File: src/rtl/oam_dma_master_if.sv
// oam_dma_master_if: CPU-side inputs and bus-master outputs of the $4014 sprite DMA block.
// The master modport is the DMA block's view; the slave modport is the CPU/bus-mux side.
interface oam_dma_master_if;
   logic [15:0] cpu_addr;
   logic [7:0]  cpu_dout;
   logic        cpu_rd;
   logic        odd_cycle;
   logic [7:0]  bus_din;
   logic        hijack;
   logic        cpu_halt;
   logic [15:0] m_addr;
   logic [7:0]  m_dout;
   logic        m_rd;
   logic        busy;

   modport master (
      input  cpu_addr, cpu_dout, cpu_rd, odd_cycle, bus_din,
      output hijack, cpu_halt, m_addr, m_dout, m_rd, busy
   );

   modport slave (
      output cpu_addr, cpu_dout, cpu_rd, odd_cycle, bus_din,
      input  hijack, cpu_halt, m_addr, m_dout, m_rd, busy
   );
endinterface

File: src/rtl/oam_dma_master.sv
// oam_dma_master: a CPU write to DMA_REG takes the bus and copies one 256-byte page
// into sprite RAM via repeated writes to OAM_DATA_REG.
// Optional feature macro: OAM_DMA_ALIGN_EN inserts one ALIGN cycle when odd_cycle is
// high during HALT (514-cycle transfer); when undefined every transfer is 513 cycles.
module oam_dma_master #(
   parameter logic [15:0] DMA_REG      = 16'h4014,
   parameter logic [15:0] OAM_DATA_REG = 16'h2004
) (
   input logic              cpu_clk,
   input logic              reset,
   oam_dma_master_if.master bus
);

   localparam logic [2:0] StIdle  = 3'd0;
   localparam logic [2:0] StHalt  = 3'd1;
   localparam logic [2:0] StAlign = 3'd2;
   localparam logic [2:0] StRd    = 3'd3;
   localparam logic [2:0] StWr    = 3'd4;

   logic [2:0] state_q, state_d;
   logic [7:0] page_q, page_d;
   logic [7:0] idx_q, idx_d;
   logic [7:0] data_q, data_d;

`ifndef OAM_DMA_ALIGN_EN
   // Parity only matters when alignment is built in.
   logic unused_odd_cycle;
   assign unused_odd_cycle = bus.odd_cycle;
`endif

   // Next state: trigger only from idle, one halt cycle, optional align, then RD/WR pairs.
   always_comb begin
      state_d = state_q;
      page_d  = page_q;
      idx_d   = idx_q;
      data_d  = data_q;
      case (state_q)
         StIdle: begin
            if ((bus.cpu_addr == DMA_REG) && !bus.cpu_rd) begin
               state_d = StHalt;
               page_d  = bus.cpu_dout;
               idx_d   = 8'h00;
            end
         end
         StHalt: begin
`ifdef OAM_DMA_ALIGN_EN
            state_d = bus.odd_cycle ? StAlign : StRd;
`else
            state_d = StRd;
`endif
         end
         StAlign: state_d = StRd;
         StRd: begin
            data_d  = bus.bus_din;
            state_d = StWr;
         end
         StWr: begin
            // idx wraps to 0 on the last write so it reads 0 back in idle.
            idx_d   = idx_q + 8'd1;
            state_d = (idx_q == 8'hFF) ? StIdle : StRd;
         end
         default: state_d = StIdle;
      endcase
   end

   // State registers with synchronous active-high reset; reset aborts a transfer.
   always_ff @(posedge cpu_clk) begin
      if (reset) begin
         state_q <= StIdle;
         page_q  <= 8'h00;
         idx_q   <= 8'h00;
         data_q  <= 8'h00;
      end else begin
         state_q <= state_d;
         page_q  <= page_d;
         idx_q   <= idx_d;
         data_q  <= data_d;
      end
   end

   logic        own_bus;
   logic [15:0] m_addr;
   logic [7:0]  m_dout;
   logic        m_rd;

   // Outputs decoded from registered state only; no input reaches an output.
   always_comb begin
      own_bus = (state_q != StIdle);
      m_addr  = 16'h0000;
      m_dout  = 8'h00;
      m_rd    = 1'b1;
      case (state_q)
         StRd: m_addr = {page_q, idx_q};
         StWr: begin
            m_addr = OAM_DATA_REG;
            m_dout = data_q;
            m_rd   = 1'b0;
         end
         default: ;
      endcase
   end

   assign bus.hijack   = own_bus;
   assign bus.cpu_halt = own_bus;
   assign bus.busy     = own_bus;
   assign bus.m_addr   = m_addr;
   assign bus.m_dout   = m_dout;
   assign bus.m_rd     = m_rd;

endmodule

File: src/flat_wrapper.sv
// flat-port wrapper written by rule: the top's interface ports become plain ports
module oam_dma_master_flat 
#(
   parameter logic [15:0] DMA_REG      = 16'h4014,
   parameter logic [15:0] OAM_DATA_REG = 16'h2004
)
  (cpu_clk, reset, bus_cpu_addr, bus_cpu_dout, bus_cpu_rd, bus_odd_cycle, bus_bus_din, bus_hijack, bus_cpu_halt, bus_m_addr, bus_m_dout, bus_m_rd, bus_busy);
  oam_dma_master_if bus_i ();
  input logic cpu_clk;
  input logic reset;
  input wire logic [$bits(bus_i.cpu_addr)-1:0] bus_cpu_addr;
  input wire logic [$bits(bus_i.cpu_dout)-1:0] bus_cpu_dout;
  input wire logic [$bits(bus_i.cpu_rd)-1:0] bus_cpu_rd;
  input wire logic [$bits(bus_i.odd_cycle)-1:0] bus_odd_cycle;
  input wire logic [$bits(bus_i.bus_din)-1:0] bus_bus_din;
  output wire logic [$bits(bus_i.hijack)-1:0] bus_hijack;
  output wire logic [$bits(bus_i.cpu_halt)-1:0] bus_cpu_halt;
  output wire logic [$bits(bus_i.m_addr)-1:0] bus_m_addr;
  output wire logic [$bits(bus_i.m_dout)-1:0] bus_m_dout;
  output wire logic [$bits(bus_i.m_rd)-1:0] bus_m_rd;
  output wire logic [$bits(bus_i.busy)-1:0] bus_busy;
  assign bus_i.cpu_addr = bus_cpu_addr;
  assign bus_i.cpu_dout = bus_cpu_dout;
  assign bus_i.cpu_rd = bus_cpu_rd;
  assign bus_i.odd_cycle = bus_odd_cycle;
  assign bus_i.bus_din = bus_bus_din;
  assign bus_hijack = bus_i.hijack;
  assign bus_cpu_halt = bus_i.cpu_halt;
  assign bus_m_addr = bus_i.m_addr;
  assign bus_m_dout = bus_i.m_dout;
  assign bus_m_rd = bus_i.m_rd;
  assign bus_busy = bus_i.busy;
  oam_dma_master #(.DMA_REG(DMA_REG), .OAM_DATA_REG(OAM_DATA_REG)) u_core (.cpu_clk(cpu_clk), .reset(reset), .bus(bus_i));
endmodule
File: config.mk
export PLATFORM = sky130hd
export DESIGN_NAME = oam_dma_master_flat
export DESIGN_NICKNAME = d
export VERILOG_FILES = /design/src/rtl/oam_dma_master_if.sv /design/src/rtl/oam_dma_master.sv /design/src/flat_wrapper.sv
export SDC_FILE = /design/constraint.sdc
export NUM_CORES = 1
export LEC_CHECK = 0
export ABC_AREA = 1
export BUFFER_PORTS_ARGS = -buffer_cell sky130_fd_sc_hd__buf_2
export CAP_MARGIN = 20
export CORE_MARGIN = 2
export CORE_UTILIZATION = 49
export DETAILED_ROUTE_END_ITERATION = 6
export PLACE_DENSITY = 0.83
export SYNTH_ARGS = -nofsm -noshare
export SYNTH_HDL_FRONTEND = slang
export SYNTH_SLANG_ARGS = --single-unit
export TNS_END_PERCENT = 50
File: constraint.sdc
create_clock -name cpu_clk -period 2.95 [get_ports cpu_clk]
set_input_delay 0.59 -clock cpu_clk [delete_from_list [all_inputs] [get_ports cpu_clk]]
set_output_delay 0.59 -clock cpu_clk [all_outputs]
set_load 0.02 [all_outputs]
==> run metrics <==
hpwl dp between 2000 and 2500 microns; first-pass GRT wire length 4940 microns; area fraction of the dominant cell type after synthesis 0.392; Wirelength per Cell 9.98 microns; worst slew margin relative to its limit 0.617; Commonest cells post-synth 49 x nor2_1, 32 x nand2_1, 31 x inv_1; Initial Util 0.509; grt ovf 0; worst endpoint data arrival time roughly 1.7 ns; Worst setup EP type output port; Placeable Area 0.00271 sq mm; Clk Latency, worst-skew pair ~0.32 ns; syn nets 245; die width 57.1 microns; FF+latch count, synth 27; dpl ws 1.03 ns; largest net degree at the start of global routing 24; Sw Pwr 183 uW; Tightest Pin Transition 0.574 ns; minimum clock period 2.29 ns; skew final 0.00118 ns; critical path launch point type flop; Synth cell types 25; DRT iter0 DRCs 28; f_max 0.437 GHz; layout cells sized above 1 0.287; Core Util, Final 0.629; clock root cell clkbuf_4; area leader, netlist dfxtp_1; Via density 4.80; Num CTS Buffers 3; Max Slew Vio Count 0; Avg Cell Area, Syn 6.63 sq um; YS warnings 0; Seq pwr share 0.576; setup TNS 0 ns; Sw Share 0.280; filler instances ~280; GRT Resource Usage Total 0.185; vias in the first global route 1260; RSZ-0062 raised after global routing false; status complete, no violations; Ant. Diodes 0; postcts setup bufs 0; ys flop type dfxtp_1; top area cells in the synthesized netlist dfxtp_1 39%, nor2_1 13%, nand2_1 8.7%; Final setup viols 0; Synth Instances 208; die area ~0.0033 sq mm; Async SR Flop Fraction 0; Max Cap Viol 0; CTS Hold Bufs 0; EDFF count, synth 0; period utilization 0.776; clk slew on worst S/H paths 0.14 ns; Comb power frac 0.181; input/output buffers 62; clk sink count 27; most common cell in the synthesized netlist nor2_1; htree depth 1; DR vias 1421; Max rail drop VDD 0.000399 V; RD Place Congestion 0.716; area occupied by multi-input gates 658 sq um; PostCTS Resize Cnt 0; DRC Markers 0; Die H 57.1 microns; worst-path fanout max 17; initial antenna violation count 0; Hold Vio Cnt, Final 0; Area growth syn-to-layout 23.6%; worst min path class flop to flop; critical path type flop to output port; drt pass-1 iters 4; # IOs 64; register area share after synthesis 0.392; Post-DRT Antenna Nets 0; clock share of power 0.243; Data required, critical path about 2.4 ns; cell row count 19; LEAKAGE 0.827 nW; CTS tree done; Power Dens Cells 382 mW/mm^2; final net count 303; Final WS setup 0.660 ns; WL final 2960 microns; clk buf depth 2; Reg area 541 sq um; synthesized area 0.00138 sq mm; Internal Power 469 uW
==> placed cells by master (no fill, tap or decap), types with 2 or more instances in the layout <==
cell type,instances
buf_2,62
nor2_1,49
nand2_1,32
inv_1,31
dfxtp_1,27
a21oi_1,16
o21ai_0,13
nand3_1,10
nor2_4,3
clkbuf_4,3
inv_2,2
nor2_2,2
nand4_1,2
o21ai_1,2
==> sequential cells by signal, indices dropped and copies added (netlist names) <==
register	flops
u_core.idx_q	8
u_core.page_q	8
u_core.state_q	3
u_core.data_q	8
==> power groups by stage <==
stage / Sequential (mW) / Combinational (mW) / Clock, mW
2_1_floorplan: 0.382 / 0.0893 / 0
3_3_place_gp: 0.383 / 0.117 / 0
3_5_place_dp: 0.383 / 0.119 / 0
4_1_cts: 0.375 / 0.119 / 0.160
5_1_grt: 0.376 / 0.130 / 0.177
6_report: 0.375 / 0.118 / 0.159
==> layer usage <==
metal / GRT usage / part of all wire / vias to the layer above
met3: 0.0544 / 0.053 / 0
met2: 0.342 / 0.50 / 34
met4: 0.0332 / 0 / 0
met5: 0 / 0 / -
li1: - / - / 760
met1: 0.212 / 0.45 / 627
==> logic make-up (layout without fill, tap and decap cells) <==
logic type / count (synthesis) / count (layout) / share of synthesized area
fa+ha+maj: 1 / 1 / 0.00906
simple gates: 102 / 102 / 0.335
flops: 27 / 27 / 0.392
compound gates: 35 / 35 / 0.133
buf+inv: 43 / 100 / 0.131
==> through the flow <==
step,hold slack (ns),power [mW],area (sq um),instances
finish,0.462,0.652,1710,296
global route,0.462,0.684,1710,296
CTS,0.465,0.655,1710,296
detailed placement,0.446,0.502,1680,292
global placement,0.440,0.500,1680,292
floorplan,0.429,0.472,1380,208
==> path summary, 6_finish.rpt <==
| check | endpoint | start | cells past startpoint | slack (ns) |
|---|---|---|---|---|
| setup / recovery | bus_m_addr[5] | u_core.state_q[2] | 5 | 0.66 |
| hold / removal | u_core.data_q[4] | u_core.data_q[4] | 2 | 0.46 |
| setup reg to reg | u_core.data_q[1] | u_core.state_q[2] | 5 | 1.47 |
| hold reg to reg | u_core.data_q[4] | u_core.data_q[4] | 2 | 0.46 |
==> final cells by class <==
cell class	instances	area share
flip-flops and latches	27	0.317
well taps	31	0.0227
repair buffers	63	0.186
inverters	33	0.0726
clock buffers	4	0.0154
multi-input cells	138	0.386
==> worst max-delay path, cell delays in order, from the launching register on <==
cell	delay, ns
dfxtp_1	0.42
nor2_1	0.07
inv_1	0.39
buf_4	0.29
nor2_1	0.05
buf_2	0.15
(Power assumes the default switching activity.)
